### config.mk
export PLATFORM = sky130hd
export DESIGN_NAME = alu_pipe
export DESIGN_NICKNAME = d
export VERILOG_FILES = /design/src/rtl/alu_pkg.sv /design/src/rtl/rotator.sv /design/src/rtl/alu_pipe.sv
export SDC_FILE = /design/constraint.sdc
export NUM_CORES = 1
export LEC_CHECK = 0
export CAP_MARGIN = 40
export CELL_PAD_IN_SITES_DETAIL_PLACEMENT = 1
export CELL_PAD_IN_SITES_GLOBAL_PLACEMENT = 2
export CORE_UTILIZATION = 37
export CTS_CLUSTER_SIZE = 8
export DETAILED_ROUTE_END_ITERATION = 8
export PLACE_DENSITY = 0.89
export SYNTH_ARGS = -nofsm -noshare
export SYNTH_HDL_FRONTEND = slang
export SYNTH_SLANG_ARGS = --single-unit
### constraint.sdc
create_clock -name clk -period 9.86 [get_ports clk]
set_clock_uncertainty 0.2 [all_clocks]
set_input_delay 2.958 -clock clk [delete_from_list [all_inputs] [get_ports clk]]
set_output_delay 2.958 -clock clk [all_outputs]
set_load 0.03 [all_outputs]
### src/rtl/alu_pkg.sv
// rtl/alu_pkg.sv - shared opcode and FSM state types for the pipelined ALU
package alu_pkg;

    typedef enum logic [3:0] {
        OP_ADD = 4'd0,
        OP_SUB = 4'd1,
        OP_NOR = 4'd2,
        OP_NOT = 4'd3,
        OP_ROL = 4'd4,
        OP_ROR = 4'd5,
        OP_MUL = 4'd6
    } alu_op_t;

    typedef enum logic {
        IDLE = 1'b0,
        BUSY = 1'b1
    } alu_state_t;

endpackage

### src/rtl/rotator.sv
// rtl/rotator.sv - log2-stage barrel rotator, DIR=0 rotates left, DIR=1 rotates right
module rotator #(
    parameter int WIDTH = 32,
    parameter bit DIR   = 1'b0
) (
    input  logic [WIDTH-1:0]         data_i,
    input  logic [$clog2(WIDTH)-1:0] amt_i,
    output logic [WIDTH-1:0]         data_o
);

    localparam int SHW = $clog2(WIDTH);

    logic [WIDTH-1:0] v;

    // Stage s rotates by 2**s when amount bit s is set.
    always_comb begin
        v = data_i;
        for (int s = 0; s < SHW; s++) begin
            if (amt_i[s]) begin
                if (DIR) begin
                    v = (v >> (1 << s)) | (v << (WIDTH - (1 << s)));
                end else begin
                    v = (v << (1 << s)) | (v >> (WIDTH - (1 << s)));
                end
            end
        end
        data_o = v;
    end

endmodule

### src/rtl/alu_pipe.sv
// rtl/alu_pipe.sv - single-entry ALU with registered result and iterative shift-add multiply
module alu_pipe
    import alu_pkg::*;
#(
    parameter int WIDTH = 32
) (
    input  logic             clk,
    input  logic             reset,
    input  logic             in_valid,
    output logic             in_ready,
    input  logic [3:0]       op,
    input  logic [WIDTH-1:0] a,
    input  logic [WIDTH-1:0] b,
    output logic             out_valid,
    input  logic             out_ready,
    output logic [WIDTH-1:0] result,
    output logic             zero,
    output logic             carry,
    output logic             leu
);

    localparam int SHW = $clog2(WIDTH);

    alu_state_t       state_q, state_d;
    logic [SHW-1:0]   cnt_q, cnt_d;
    logic [WIDTH-1:0] mcand_q, mcand_d;
    logic [WIDTH-1:0] mplier_q, mplier_d;
    logic [WIDTH-1:0] acc_q, acc_d;
    logic             mul_leu_q, mul_leu_d;
    logic             out_valid_q, out_valid_d;
    logic [WIDTH-1:0] result_q, result_d;
    logic             zero_q, zero_d;
    logic             carry_q, carry_d;
    logic             leu_q, leu_d;

    logic             accept;
    logic [WIDTH-1:0] rol_res, ror_res, alu_res, acc_next;
    logic [WIDTH:0]   add_full;
    logic             alu_carry;

    assign in_ready = !reset && (state_q == IDLE) && (!out_valid_q || out_ready);
    assign accept   = in_valid && in_ready;

    rotator #(.WIDTH(WIDTH), .DIR(1'b0)) u_rol (
        .data_i (b),
        .amt_i  (a[SHW-1:0]),
        .data_o (rol_res)
    );

    rotator #(.WIDTH(WIDTH), .DIR(1'b1)) u_ror (
        .data_i (b),
        .amt_i  (a[SHW-1:0]),
        .data_o (ror_res)
    );

    // Single-cycle datapath; MUL and reserved codes fall through to zero here.
    always_comb begin
        add_full  = {1'b0, a} + {1'b0, b};
        alu_res   = '0;
        alu_carry = 1'b0;
        case (op)
            OP_ADD: begin
                alu_res   = add_full[WIDTH-1:0];
                alu_carry = add_full[WIDTH];
            end
            OP_SUB: begin
                alu_res   = a - b;
                alu_carry = (a >= b);
            end
            OP_NOR:  alu_res = ~(a | b);
            OP_NOT:  alu_res = ~b;
            OP_ROL:  alu_res = rol_res;
            OP_ROR:  alu_res = ror_res;
            default: alu_res = '0;
        endcase
    end

    assign acc_next = mplier_q[0] ? (acc_q + mcand_q) : acc_q;

    always_comb begin
        state_d     = state_q;
        cnt_d       = cnt_q;
        mcand_d     = mcand_q;
        mplier_d    = mplier_q;
        acc_d       = acc_q;
        mul_leu_d   = mul_leu_q;
        out_valid_d = out_valid_q;
        result_d    = result_q;
        zero_d      = zero_q;
        carry_d     = carry_q;
        leu_d       = leu_q;

        if (out_valid_q && out_ready) begin
            out_valid_d = 1'b0;
        end

        case (state_q)
            IDLE: begin
                if (accept) begin
                    if (op == OP_MUL) begin
                        state_d   = BUSY;
                        cnt_d     = '0;
                        mcand_d   = a;
                        mplier_d  = b;
                        acc_d     = '0;
                        mul_leu_d = (a <= b);
                    end else begin
                        out_valid_d = 1'b1;
                        result_d    = alu_res;
                        zero_d      = (alu_res == '0);
                        carry_d     = alu_carry;
                        leu_d       = (a <= b);
                    end
                end
            end
            BUSY: begin
                acc_d    = acc_next;
                mcand_d  = mcand_q << 1;
                mplier_d = mplier_q >> 1;
                cnt_d    = cnt_q + 1'b1;
                // Last multiplier bit: publish the product straight from the adder.
                if (cnt_q == SHW'(WIDTH - 1)) begin
                    state_d     = IDLE;
                    cnt_d       = '0;
                    out_valid_d = 1'b1;
                    result_d    = acc_next;
                    zero_d      = (acc_next == '0);
                    carry_d     = 1'b0;
                    leu_d       = mul_leu_q;
                end
            end
            default: state_d = IDLE;
        endcase
    end

    always_ff @(posedge clk) begin
        if (reset) begin
            state_q     <= IDLE;
            cnt_q       <= '0;
            mcand_q     <= '0;
            mplier_q    <= '0;
            acc_q       <= '0;
            mul_leu_q   <= 1'b0;
            out_valid_q <= 1'b0;
            result_q    <= '0;
            zero_q      <= 1'b0;
            carry_q     <= 1'b0;
            leu_q       <= 1'b0;
        end else begin
            state_q     <= state_d;
            cnt_q       <= cnt_d;
            mcand_q     <= mcand_d;
            mplier_q    <= mplier_d;
            acc_q       <= acc_d;
            mul_leu_q   <= mul_leu_d;
            out_valid_q <= out_valid_d;
            result_q    <= result_d;
            zero_q      <= zero_d;
            carry_q     <= carry_d;
            leu_q       <= leu_d;
        end
    end

    assign out_valid = out_valid_q;
    assign result    = result_q;
    assign zero      = zero_q;
    assign carry     = carry_q;
    assign leu       = leu_q;

endmodule
==> summary.txt, run 1 <==
Cells and area
  – Most frequent cells in the layout: nand2_1 (249), a21oi_1 (247), nor2_1 (187), dfxtp_1 (137), ha_1 (135)
  – Util after Layout: 0.427
  – Area Growth Syn to Fin: 13.4%
  – Layout cell share with drive strength beyond 1: 0.106
  – Commonest non-fill, non-tap cell in the layout: nand2_1
  – FILL cells: 5355
  – Multi-input logic area: 0.0129 sq mm
  – Final nets: 2396
  – Sequential cell area: 0.00279 sq mm
  – Fin cells: 2792

Timing
  – Fin worst setup slack: 1.61 ns
  – Fin crit period: 8.25 ns
  – RSZ-0062 raised after global routing: no
  – Max-slew violation count: 0
  – Final Cycle Share: 0.836
  – Least-Margin Pin Slew: 0.955 ns
  – Setup TNS: 0 ns
  – Fin. Hold Viols: 0
  – Headroom to the max-slew limit: 0.361
  – Setup Viol. Count Final: 0
  – Fmax: 121 MHz

Placed design
  – Hpwl dp: 60.3 mm
  – Cells after DPL: 2759
  – Worst slack at placement: 1.20 ns
  – GPL Wtd Cong: 1.01
  – Port Buffers: 108

Logic synthesis
  – Mapped Nets: 2376
  – Ys async rst share: 0
  – Adder-cell share of the synthesized area: 0.105
  – Sequential area share after synthesis: 0.166
  – Post-synth EDFFs: 0
  – Proportion of synthesized area in mux cells: 0.198
  – Top_reg_cell synth: dfxtp_1
  – Yosys reg bits: 139
  – Simple-gate share of the synthesized area: 0.186
  – Syn_area_per_cell: 7.72 sq um
  – Post-Syn Instances: 2166
  – Post-Synth XOR/XNOR Area: 0.0241
  – Largest family of logic cells by synthesized area: compound AO/OA/AOI/OAI gates
  – Count of cell types in the netlist: 83
  – Mapped Area: 0.0167 sq mm
  – Ys Warns: 0
  – Complex-gate fraction of the synthesized area: 0.255

Routing
  – DR vias/cell: 6.48
  – First-pass detailed-route iteration total: 5
  – DRT antenna net count: 0
  – DR vias: 18100
  – DRC: 0
  – WL/cell: 27.9 um
  – Routed Wire Length: 78.0 mm
  – DRT iter0 DRCs: 1918

CTS
  – Postcts setup bufs: 0
  – CTS buffer count: 17
  – Post-cts resize count: 0
  – CTS tree: yes
  – Clk root buf: clkbuf_16
  – H-tree Lvls: 4
  – Hold bufs inserted after CTS: 0
  – Clk Latency, worst-skew pair: 0.46 ns
  – Clk buf depth: 2
  – TritonCTS Sinks: 139
  – Worst-path clk slew: 0.06 ns

Critical path
  – CP max stage delay: 0.84 ns
  – Startpoint type of the worst setup path: primary input
  – Critical Path End Type: flop
  – Worst EP arrival: 8.43 ns
  – Cell Chain, Critical Path: clkdlybuf4s50_1, inv_1, ha_1, nand4_1, or3_1, a211oi_1, o21ai_0, a21oi_1, o21ai_0, and4_1, a311o_1, or4_1, or4_1, or4_1, o211ai_1
  – Reg2reg setup slack: 4.86 ns
  – CP Max Fanout: 9
  – CP required: 10.04 ns
  – Crit path kind: primary input to flop
  – CP max stage cell: clkdlybuf4s50_1
  – Top cell by count, worst path: or4_1

Pwr
  – Total power draw: 2.02 mW
  – Static leakage: 7.58 nW
  – Worst VDD drop: 0.111 mV
  – P per Cell Area: 106 mW/mm^2

Floorplanning
  – Initial Util: 0.377
  – Boundary pin count: 109
  – FP Rows: 77
  – Core footprint: 0.0444 sq mm
  – Die area: 0.0461 sq mm
  – Die Height: 215 um
  – Die X: 215 um

Global route
  – Initial antenna violation count: 4
  – GRT overflow: 0
  – Largest net degree at the start of global routing: 78
  – GRT Total Usage: 0.336
  – First-pass GRT wire length: 117 mm
  – Vias in the first global route: 18000

Min path
  – Worst Hold Class: flop to flop

Run
  – Maxcap violations: 0

Run status
  – Status: complete, no violations
-- routing by layer --
| metal | share of wire | vias up | track usage |
|---|---|---|---|
| li1 | - | 8042 | - |
| met1 | 0.42 | 9036 | 0.443 |
| met2 | 0.44 | 813 | 0.520 |
| met3 | 0.087 | 195 | 0.0726 |
| met4 | 0.049 | 0 | 0.156 |
| met5 | 0 | - | 0 |
-- Yosys cell counts (45+ instances only) --
| master | count | area (sq um) |
|---|---|---|
| a21oi_1 | 248 | 1240 |
| nand3_1 | 45 | 225 |
| mux2i_1 | 99 | 991 |
| mux2_2 | 53 | 597 |
| clkbuf_1 | 114 | 428 |
| o21ai_0 | 80 | 400 |
| dfxtp_1 | 139 | 2780 |
| inv_1 | 117 | 439 |
| ha_1 | 135 | 1690 |
| nand2_1 | 249 | 935 |
| mux4_2 | 68 | 1530 |
| nor2_1 | 188 | 706 |
| a22oi_1 | 59 | 443 |
-- sequential cells by signal, indices dropped and copies added (netlist names) --
signal and cells:
acc_q 32, carry 1, cnt_q 5, leu 1, mcand_q 32, mplier_q 32
mul_leu_q 1, out_valid 1, result 32, state_q 1, zero 1
-- cell families (layout without fill, tap and decap cells) --
logic type	count (synthesis)	in the layout
flops	139	139
compound gates	663	663
fa+ha+maj	138	138
xor+xnor	46	46
buf+inv	280	313
simple gates	672	672
other cells	0	1
mux	228	228
-- area by class of cell --
cell class / instances / share of cell area
clock inverter: 14 / 0.00969
timing repair buffer: 161 / 0.0793
multi-input combinational: 1747 / 0.678
antenna: 1 / 0.000132
clock buffer: 18 / 0.0231
inverter: 120 / 0.0237
tap: 592 / 0.0390
sequential: 139 / 0.147
-- critical path: cells and delay by family --
family / cells / cell delay, ns
AND/OR/NAND/NOR: 6 / 2.27
AO/OA/AOI/OAI: 6 / 1.66
buffers and inverters: 2 / 1.02
adder cells (fa/ha/maj): 1 / 0.52
-- through the flow --
step | hold slack, ns | area (sq um)
3_3_place_gp | 0.243 | 18300
6_report | 0.259 | 19000
2_1_floorplan | 0.237 | 16700
4_1_cts | 0.260 | 19000
5_1_grt | 0.270 | 19000
3_5_place_dp | 0.248 | 18400
-- path summary, 6_finish.rpt --
| check | from | to | cells past startpoint |
|---|---|---|---|
| setup / recovery | b[13] | zero | 15 |
| hold / removal | result[12] | result[12] | 2 |
| setup reg to reg | mcand_q[1] | zero | 13 |
| hold reg to reg | result[12] | result[12] | 2 |
-- report_power, final --
group / switching [mW] / internal (mW)
combinational: 0.484 / 0.266
clock: 0.283 / 0.409
sequential: 0.00619 / 0.569
Note: power is estimated with default switching activity, not from simulation.
==> run 2, diff against run 1 <==
CORE_UTILIZATION = 33   (was 37)
PLACE_DENSITY = 0.84   (was 0.89)
clock period = 7.5 ns   (was 9.86 ns; I/O delays follow)
==> summary.txt, run 2 (synthesis results as in run 1) <==
Critical path
  – CP bufs+invs: 1 (-1)
  – CP max stage cell: clkdlybuf4s50_1
  – RR Startpoint: mcand_q[0]
  – Critical Path End Type: flop
  – Worst EP arrival: 7.36 ns (-1.07 ns)
  – Startpoint type of the worst setup path: primary input
  – CP Launch Point: b[29]
  – CP required: 7.67 ns (-2.37 ns)
  – Cell Chain, Critical Path: clkdlybuf4s50_1, mux4_2, mux4_2, a221oi_1, o211ai_1, nor2_1, nand4_1, or4_4, a2111oi_2, nand4_1, or4_1, or4_1, o211ai_1
  – CP Max Fanout: 10 (+1)
  – CP max stage delay: 0.78 ns (-0.06 ns)
  – Crit path kind: primary input to flop
  – Top Family by Delay on Critical Path: simple AND/OR/NAND/NOR gates

CTS
  – CTS buffer count: 17 (unchanged)
  – TritonCTS Sinks: 139 (unchanged)
  – Clk root buf: clkbuf_16
  – CTS tree: yes
  – Postcts setup bufs: 0 (unchanged)
  – Worst-path clk slew: 0.06 ns (about the same)
  – H-tree Lvls: 4 (unchanged)
  – Post-cts resize count: 0 (unchanged)
  – Clk Latency, worst-skew pair: 0.46 ns (about the same)
  – Clk buf depth: 2 (unchanged)
  – Hold bufs inserted after CTS: 0 (unchanged)

Timing
  – Max-slew violation count: 0 (unchanged)
  – Headroom to the max-slew limit: 0.449 (+0.0873)
  – RSZ-0062 raised after global routing: no
  – Least-Margin Pin Slew: 0.827 ns (-0.128 ns)
  – Setup Viol. Count Final: 0 (unchanged)
  – Fmax: 139 MHz
  – Fin. Hold Viols: 0 (unchanged)
  – Final Cycle Share: 0.958
  – Fin worst setup slack: 0.318 ns (-1.30 ns)
  – Fin crit period: 7.18 ns

Routing
  – DR vias: 18100 (+0.20%)
  – DRT antenna net count: 0 (unchanged)
  – DR vias/cell: 6.09 (-6.0%)
  – DRT iter0 DRCs: 1603 (-16%)
  – WL/cell: 26.8 um (-4.1%)
  – Routed Wire Length: 79.7 mm (+2.2%)
  – DRC: 0 (unchanged)
  – First-pass detailed-route iteration total: 5 (unchanged)

Pwr
  – Static leakage: 8.07 nW (+6.4%)
  – Total power draw: 2.70 mW (+34%)
  – Worst VDD drop: 0.150 mV (+35%)
  – P per Cell Area: 136 mW/mm^2 (+28%)

Run
  – Maxcap violations: 0 (unchanged)

Cells and area
  – Most frequent cells in the layout: nand2_1 (249), a21oi_1 (247), nor2_1 (187), buf_4 (154), dfxtp_1 (137)
  – Layout cell share with drive strength beyond 1: 0.146 (+0.0404)
  – Final nets: 2500 (+4.3%)
  – Commonest non-fill, non-tap cell in the layout: nand2_1
  – Final std cell area, no fill: 0.0199 sq mm (+4.6%)
  – Area Growth Syn to Fin: 18.7%

Placed design
  – Placed cell areas: 0.0192 sq mm (+4.8%)
  – Worst slack at placement: -0.0150 ns (-1.21 ns)
  – Hpwl dp: 63.1 mm (+4.6%)
  – GPL Wtd Cong: 1.00 (-0.91%)
  – Port Buffers: 108 (unchanged)

Min path
  – Worst Hold Class: flop to flop
  – Hold_sp: mplier_q[26]

Global route
  – GRT overflow: 0 (unchanged)
  – Initial antenna violation count: 2 (-2)
  – Vias in the first global route: 18100 (+0.68%)
  – GRT Total Usage: 0.308 (-0.0272)
  – GR peak layer: met2
  – Routing usage on met3: 0.0542 (-0.0184)
  – First-pass GRT wire length: 118 mm (+0.96%)
  – Largest net degree at the start of global routing: 70 (-10%)
  – Met1 Resource Use GR: 0.412 (-0.0315)
  – GR Util met2: 0.485 (-0.0346)

Floorplanning
  – Die Height: 227 um (+5.8%)
  – FP Rows: 82 (+6.5%)
  – Die area: 0.0516 sq mm (+12%)
  – Core footprint: 0.0501 sq mm (+13%)
  – Initial Util: 0.334 (-0.0425)
  – Boundary pin count: 109 (unchanged)
  – Die X: 227 um (+5.8%)

Run status
  – Status: complete, no violations
==> run 2: cell count changes in the layout (fill, tap and decap cells not counted), sizes merged <==
cell / change
buf: +104
clkinvlp: +3
clkinv: -2
inv: -2
clkbuf: +1
==> run 2: final timing paths <==
kind | slack (ns) | cells after the start | to
max | 0.32 | 13 | zero
min | 0.26 | 2 | mplier_q[26]
max reg2reg | 2.38 | 14 | zero
min reg2reg | 0.26 | 2 | mplier_q[26]
==> run 2: layout make-up <==
cell class                      instances  area (sq um)
Multi-Input combinational cell       1747         12900
Inverter                              120           450
Tap cell                              672           841
Fill cell                            6156         30200
Clock inverter                         13           168
Antenna cell                            1          2.50
Timing Repair Buffer                  265          2290
Sequential cell                       139          2790
Clock buffer                           19           443
==> run 2: through the flow <==
step / cells / util / hold slack [ns] / setup TNS (ns)
final: 2976 / 0.397 / 0.259 / 0
after global routing: 2975 / 0.396 / 0.272 / 0
after CTS: 2975 / 0.396 / 0.259 / 0
after detailed placement: 2943 / 0.384 / 0.250 / -0.0150
after global placement: 2941 / 0.384 / 0.242 / -0.125
after floorplan: 2166 / - / 0.237 / 0
==> run 2: worst reg2reg max path, delay by kind of cell, from the launching register on <==
family / cells / cell delay [ns]
AOI/OAI and AO/OA: 6 / 1.66
xor gates and xnor gates: 1 / 0.22
and+or+nand+nor: 5 / 1.92
adders and majority gates: 2 / 0.69
DFF: 1 / 0.34
==> run 2: routing by layer <==
| layer | wire length [um] | vias up |
|---|---|---|
| li1 | - | 8257 |
| met1 | 35300 | 9096 |
| met2 | 35500 | 660 |
| met3 | 5470 | 110 |
| met4 | 3470 | 0 |
| met5 | 0 | - |
==> run 2: where the power goes <==
group	switching [mW]	internal (mW)	total [mW]
Clock	0.369	0.533	0.903
Sequential	0.00786	0.748	0.756
Combinational	0.643	0.398	1.04
Total	1.02	1.68	2.70
